`src/rtl/craps_pkg.sv`:
```
// Shared types and constants for the craps game controller.
// The craps set is a 16-bit mask indexed by the dice sum.
package craps_pkg;

   typedef enum logic [1:0] {
      COME_OUT = 2'd0,
      POINT    = 2'd1,
      WIN      = 2'd2,
      LOSE     = 2'd3
   } craps_state_t;

   localparam int SUM_W = 4;
   localparam logic [SUM_W-1:0] SUM_MIN = 4'd2;
   localparam logic [SUM_W-1:0] SUM_MAX = 4'd12;
   localparam logic [SUM_W-1:0] SEVEN   = 4'd7;
   localparam logic [SUM_W-1:0] ELEVEN  = 4'd11;

   localparam logic [15:0] CRAPS_MASK = 16'h100C;  // bits 2, 3 and 12

   function automatic logic is_craps(input logic [SUM_W-1:0] s);
      return CRAPS_MASK[s];
   endfunction

endpackage

```
`src/rtl/craps_classify.sv`:
```
// Combinational rule decode for one roll: legality plus win/lose outcome
// for the current phase (come-out or point).
module craps_classify
   import craps_pkg::*;
(
   input  logic [SUM_W-1:0] sum,
   input  logic             in_point,
   input  logic [SUM_W-1:0] point,
   output logic             is_legal,
   output logic             is_win,
   output logic             is_lose
);

   always_comb begin
      is_legal = (sum >= SUM_MIN) && (sum <= SUM_MAX);
      is_win   = 1'b0;
      is_lose  = 1'b0;
      if (is_legal) begin
         if (in_point) begin
            is_win  = (sum == point);
            is_lose = (sum == SEVEN);
         end else begin
            is_win  = (sum == SEVEN) || (sum == ELEVEN);
            is_lose = is_craps(sum);
         end
      end
   end

endmodule

```
`src/rtl/craps_controller.sv`:
```
// Craps game FSM fed by the dice adder: tracks come-out/point/win/lose,
// the stored point and saturating roll/win/loss tallies. All outputs registered.
module craps_controller
   import craps_pkg::*;
#(
   parameter int CNT_W = 8
) (
   input  logic             clk,
   input  logic             rst,
   input  logic             roll_valid,
   input  logic [SUM_W-1:0] sum,
   input  logic             new_game,
   output logic [1:0]       state,
   output logic [SUM_W-1:0] point,
   output logic             point_set,
   output logic             win,
   output logic             lose,
   output logic             game_over,
   output logic             sum_err,
   output logic [CNT_W-1:0] roll_count,
   output logic [CNT_W-1:0] win_count,
   output logic [CNT_W-1:0] loss_count
);

   craps_state_t st;
   logic         is_legal, is_win, is_lose;
   logic         in_play;

   assign in_play = (st == COME_OUT) || (st == POINT);

   craps_classify u_classify (
      .sum      (sum),
      .in_point (st == POINT),
      .point    (point),
      .is_legal (is_legal),
      .is_win   (is_win),
      .is_lose  (is_lose)
   );

   always_ff @(posedge clk) begin
      if (rst) begin
         st         <= COME_OUT;
         point      <= '0;
         game_over  <= 1'b0;
         sum_err    <= 1'b0;
         roll_count <= '0;
         win_count  <= '0;
         loss_count <= '0;
      end else begin
         game_over <= 1'b0;
         // illegal sums are flagged even when the roll itself is dropped
         sum_err   <= roll_valid && !is_legal;
         if (new_game) begin
            st         <= COME_OUT;
            point      <= '0;
            roll_count <= '0;
         end else if (roll_valid && is_legal && in_play) begin
            if (roll_count != '1)
               roll_count <= roll_count + CNT_W'(1);
            if (is_win) begin
               st        <= WIN;
               game_over <= 1'b1;
               if (win_count != '1)
                  win_count <= win_count + CNT_W'(1);
            end else if (is_lose) begin
               st        <= LOSE;
               game_over <= 1'b1;
               if (loss_count != '1)
                  loss_count <= loss_count + CNT_W'(1);
            end else if (st == COME_OUT) begin
               st    <= POINT;
               point <= sum;
            end
         end
      end
   end

   assign state     = st;
   assign point_set = (st == POINT);
   assign win       = (st == WIN);
   assign lose      = (st == LOSE);

endmodule

```
`config.mk`:
```
export PLATFORM = sky130hd
export DESIGN_NAME = craps_controller
export DESIGN_NICKNAME = d
export VERILOG_FILES = /design/src/rtl/craps_pkg.sv /design/src/rtl/craps_classify.sv /design/src/rtl/craps_controller.sv
export SDC_FILE = /design/constraint.sdc
export NUM_CORES = 1
export LEC_CHECK = 0
export BUFFER_PORTS_ARGS = -buffer_cell sky130_fd_sc_hd__buf_4
export CORE_MARGIN = 8
export CORE_UTILIZATION = 50
export DETAILED_ROUTE_END_ITERATION = 16
export GPL_ROUTABILITY_DRIVEN = 0
export HOLD_SLACK_MARGIN = 0.08
export PLACE_DENSITY = 0.87
export RECOVER_POWER = 25
export SLEW_MARGIN = 40
export SYNTH_ARGS = -nofsm -noshare
export SYNTH_HDL_FRONTEND = slang
export SYNTH_HIERARCHICAL = 1
export SYNTH_SLANG_ARGS = --single-unit
```
`constraint.sdc`:
```
create_clock -name clk -period 3.22 [get_ports clk]
set_clock_uncertainty 0.05 [all_clocks]
set_input_delay 0 -clock clk [delete_from_list [all_inputs] [get_ports clk]]
set_output_delay 0 -clock clk [all_outputs]
set_load 0.02 [all_outputs]
```
After elaboration in Yosys (flattened, before gate mapping):

Memories as Yosys holds them, arrays and structs flattened.
Index checks and enable logic that the tools add are counted.

* bits in registers: 32
* memory bits (read-only): 16
* input bits: 8
* output and inout bits: 35
* logic and storage cells: 53
* memories: 1

Memories
* (no name shown): words 16, bits a word 1, read ports 1, clocked after Yosys merged registers in 0, wr ports 0, line craps_pkg.sv:21 `return CRAPS_MASK[s];`

* $add $sub $neg: 3
* order comparisons: 3
* equal/unequal tests: 9
* multiplexer cells: 10
* bitwise operators: 4
* reductions and logical operators: 16

Operators with widths (number)
* 8-bit by 1-bit adder with 8-bit output (second input constant): 3
* 8-bit inequality test (second input constant): 3
* 4-bit AND reduction: 2
* 1-bit 2-to-1 mux: 7
* 2-bit 2-to-1 mux: 3
* 4-bit by 5-bit < comparator with 1-bit output (second input constant): 1
* 5-bit AND reduction: 1
* 2-bit equality test (second input constant): 2
* 4-bit by 3-bit equality test with 1-bit output (second input constant): 1
* 4-bit equality test: 1
* 4-bit equality test (second input constant): 1
* 4-bit by 2-bit greater-or-equal comparator with 1-bit output (second input constant): 1
* 4-bit less-or-equal comparator (second input constant): 1
* 1-bit logical AND: 4
* 1-bit inverter: 4
* 2-bit AND reduction: 2
* 3-bit nonzero test: 1
* 3-bit OR reduction: 1
* 2-bit by 1-bit equality test with 1-bit output (second input constant): 1
* 2-bit zero test: 1
* 1-bit logical OR: 2
* 2-bit OR reduction: 1
* 1-bit zero test: 1

Longest topological paths before layout:

* depth in word-level cells: 6
* depth in mapped cells: 8
* gate-level depth less buffers: 8

Cells and area by module:

Netlist, hierarchy kept.

Modules (own cells, without submodules)
* craps_controller: instances 1, cells an instance 157, area each 1455.1 um^2, seq. area each 640.6 um^2
* craps_classify: instances 1, cells an instance 19, area each 120.1 um^2, seq. area each 0.0 um^2

Worst setup path before layout:

Ideal clock, no wire load.

* kind: register to register
* start point: register st[0] (netlist: state[0])
* end point: register win_count[7]
* setup time: 0.071 ns
* data arrival time: 2.744 ns
* data required time: 3.099 ns
* slack: 0.356 ns
* stages on the path, launching flop included: 8
* path buffers: 0
* clock period less this slack: 2.864 ns
* path through: dfxtp_1 > nor2b_1 > a21oi_1 > a2111oi_2 > nor2b_1 > o21ai_0 > or4_1 > a21oi_1

* longest elaborated chain between the ends: 4
* elaborated cells between the ends (all ways): 7
* those cells by class: 1 x eq/ne; 2 x mux; 4 x reduce/logical

Ends and longest elaborated chain
* from (decl): line craps_controller.sv:25 `craps_state_t st;`
* from (signal assigned): line craps_controller.sv:42 `st <= COME_OUT;`
* from (signal assigned): line craps_controller.sv:54 `st <= COME_OUT;`
* from (signal assigned): line craps_controller.sv:61 `st <= WIN;`
* 2-bit by 1-bit equality test with 1-bit output
* named net point_set: line craps_controller.sv:15 `output logic point_set,`
* 1-bit 2-to-1 mux: line craps_classify.sv:19 `if (in_point) begin`
* 1-bit 2-to-1 mux: line craps_classify.sv:18 `if (is_legal) begin`
* named net is_win: line craps_controller.sv:26 `logic is_legal, is_win, is_lose;`
* 4-bit AND reduction (no line)
* to (signal assigned): line craps_controller.sv:64 `win_count <= win_count + CNT_W'(1);`
* to (decl): line craps_controller.sv:21 `output logic [CNT_W-1:0] win_count,`

The timed path passes the listed nets, and every way through them passes these cells.
A chain may end at the register's enable or synchronous reset.

Worst setup path in the final report:

* start point: register st[0] (netlist: state[0])
* end point: register win_count[7]

* longest elaborated chain between the ends: 4
* elaborated cells between the ends (all ways): 7
* those cells by class: 1 x eq/ne; 2 x mux; 4 x reduce/logical

Ends and longest elaborated chain
* 2-bit by 1-bit equality test with 1-bit output: line craps_controller.sv:33 `.in_point (st == POINT),`
* 1-bit 2-to-1 mux: line craps_classify.sv:19
* 1-bit 2-to-1 mux: line craps_classify.sv:18
* named net is_win: line craps_controller.sv:26
* 4-bit AND reduction (no line)

The timed path passes the listed nets, and every way through them passes these cells.

==> metrics.md <==
| Metric | Value |
|---|---|
| Outcome | finished, final reports clean |
| Layout Utilization | 66.2% |
| Leakage | slightly above 0.8 nW |
| Worst endpoint required time | 3.45 ns |
| Full die area | 5200 um2 |
| Register bit count reported by yosys | 32 |
| Number of H-tree levels | 2 |
| Overall power | between 700 and 800 uW |
| Vias post-DR | ~1500 |
| Worst hold path class | input port to register |
| Pin count of the biggest net entering global routing | 20 |
| Avg Cell Area, Syn | 8.95 um2 |
| Final instance area | 2000 um2 |
| Pre-CTS setup slack | ~0.40 ns |
| Total power per unit cell area | around 370 nW/um2 |
| CP max stage delay | 0.56 ns |
| Slew @ Worst Pin | ~0.55 ns |
| Hold Fails Final Rpt | 0 |
| Ports | 43 |
| Post-synth design cell area | 1580 um2 |
| Final worst slack | around 0.35 ns |
| Clk sinks | 32 |
| Switching part of the total | between 20% and 30% |
| Row count | 20 |
| MaxCap Viol Count | 0 |
| Num CTS Buffers | 5 |
| Setup TNS | 0 ns |
| Post-DRT Antenna Nets | 0 |
| Final Net Count | between 200 and 250 |
| Gate power share | about 12% |
| Fmax | between 300 and 400 MHz |
| First-pass GRT wire length | roughly 6.3 mm |
| Core Box Area | 3030 um2 |
| Final slew viol count | 0 |
| CP max-delay cell | a2111oi_2 |
| Post-synthesis cell type count | 37 |
| CTS tree | built |
| Initial antenna violation count | 0 |
| Clock-pin transition on the worst setup and hold timing paths | ~0.11 ns |
| Max VDD drop | 167 uV |
| Final cycle utilization of the critical path | 89.3% |
| ANT cells | 0 |
| Switching pwr | approximately 190 uW |
| Grt ovf | 0 |
| DR vias/cell | between 5 and 6 |
| Die H | about 72 um |
| DR iter-0 viols | between 150 and 200 |
| Crit-path max FO | 7 |
| Share of cells above drive strength 1 | between 10% and 20% |
| Final setup fails | 0 |
| R2R cell count | 7 |
| Startpoint Class | register |
| Resized Gates After CTS | 0 |
| Crit path DAT | ~3.1 ns |
| Sequential Power Share | a little under three fifths |
| Post-Syn Nets | about 190 |
| PortBufs | 42 |
| Slew headroom | 63.2% |
| Clk buf depth | 2 |
| Cell chain of the critical path | nor2b_1 > a21oi_1 > a2111oi_2 > nor2b_1 > o21ai_0 > or4_1 > a21oi_1 |
| Post-DP HPWL | between 2 and 3 mm |
| Worst skew pair latency | 0.34 ns |
| Power share of the clock group | around 33% |
| Pint | 539 uW |
| Clock root buffer | clkbuf_4 |
| Wirelength per Cell | around 14 um |
| Total Wirelength | around 3.9 mm |
| Worst setup EP type | register |
| Seq/Total Area, Yosys | between 40% and 50% |
| DRC violations left | 0 |
| Cell count of the worst hold path | 4 |
| DRT Pass-1 Iters | 4 |
| Worst Hold Margin | 0.430 ns |
| RSZ-0062 raised after global routing | no |
| Placed inst area | 1920 um2 |
| Post-Synthesis Cells | ~180 |
| Die width | roughly 72 um |
| Placed Instances | ~260 |
| Vias in the first global route | approximately 1400 |
| Synth warn | 6 |
| Final instance count without filler cells | 274 |
| Critical path type | register to register |
| P&R area growth vs syn | 27.2% |
| Crit path time final | 2.87 ns |
| Overall global routing resource usage | roughly 15% |
| Initial Utilization | between 50% and 60% |
[layout by cell type, fill, tap and decap left out, types with 4 or more instances in the layout]
cell	instances
a21oi_1	10
buf_4	26
clkbuf_1	16
clkbuf_4	5
dfxtp_1	32
dlygate4sd3_1	8
mux2i_1	7
nand2_1	8
nand3_1	10
nand4_1	6
nor2_1	23
nor2b_1	4
o211ai_1	6
o21ai_0	7
o31ai_1	5
or3_1	5
or4_1	5
xnor2_1	4
xor2_1	8
[final cells by class]
cell class	instances	area, um2
inverter	2	7.51
fill	272	1020
tap	44	55.1
clock buffer	6	51.3
sequential	32	641
clock inverter	2	10.0
multi-input combinational	138	905
timing repair buffer	50	335
[state kept, by name, summed over array words and instances (netlist names)]
| name | cells |
|---|---|
| win_count | 8 |
| point | 4 |
| loss_count | 8 |
| sum_err | 1 |
| game_over | 1 |
| roll_count | 8 |
| state | 2 |
[cells by family after synthesis]
group / synth area share [%]
muxes: 4.45
AOI/OAI and AO/OA: 16.8
buffers and inverters: 1.91
xor gates and xnor gates: 6.67
adders and majority gates: 2.38
and+or+nand+nor: 27.2
DFF: 40.7
[cells in the mapped netlist (all sizes together)]
cell	instances	area, um2
nand4	7	58.8
or3b	1	8.76
a2111oi	1	15.0
xnor2	4	35.0
inv	2	7.51
or2	2	12.5
nor2	23	86.3
nor2b	4	25.0
nor3b	2	15.0
nor4	3	18.8
mux2i	7	70.1
or3	5	31.3
xor2	8	70.1
a211oi	2	15.0
o2111ai	2	17.5
ha	3	37.5
a21oi	10	50.1
dfxtp	32	641
or4	5	37.5
and3	1	6.26
and3b	1	8.76
and2	1	6.26
nand3b	3	22.5
a21o	1	7.51
o21ai	7	35.0
nand2	8	30.0
a31o	1	8.76
nor3	2	10.0
o211ai	7	57.6
nand3	10	50.1
o211a	2	20.0
buf	1	11.3
o31ai	5	37.5
clkbuf	3	11.3
[per-layer routing]
metal | up-vias | track usage (%) | share of wire (%)
li1 | 770 | - | -
met1 | 690 | 17.0 | 45
met2 | 52 | 24.4 | 46
met3 | 8 | 4.82 | 7.2
met4 | 0 | 7.26 | 1.9
met5 | - | 0 | 0
[worst max-delay path: cells and delay by family (launching register included)]
kind             cells  cell delay (ns)
AO/OA/AOI/OAI        4             1.12
AND/OR/NAND/NOR      3             1.24
flip-flops           1             0.42
[what timing repair did]
| action | in CTS | in global routing |
|---|---|---|
| buffers inserted | 0 | 0 |
| hold buffers | 8 | 0 |
| hold endpoints to repair | 25 | 0 |
[power groups by stage]
stage          Clock [mW]  Combinational [mW]  Sequential (mW)
6_report            0.243              0.0841            0.405
3_5_place_dp            0              0.0779            0.414
3_3_place_gp            0              0.0771            0.414
5_1_grt             0.266              0.0913            0.406
2_1_floorplan           0              0.0461            0.419
4_1_cts             0.250              0.0858            0.405
[path summary, 6_finish.rpt]
path,from,to,slack [ns]
max,state[0],win_count[7],0.35
min,sum[2],point[2],0.43
max reg2reg,state[0],win_count[7],0.35
min reg2reg,win_count[5],win_count[5],0.47
No activity file was read; power rests on OpenSTA's default activity.
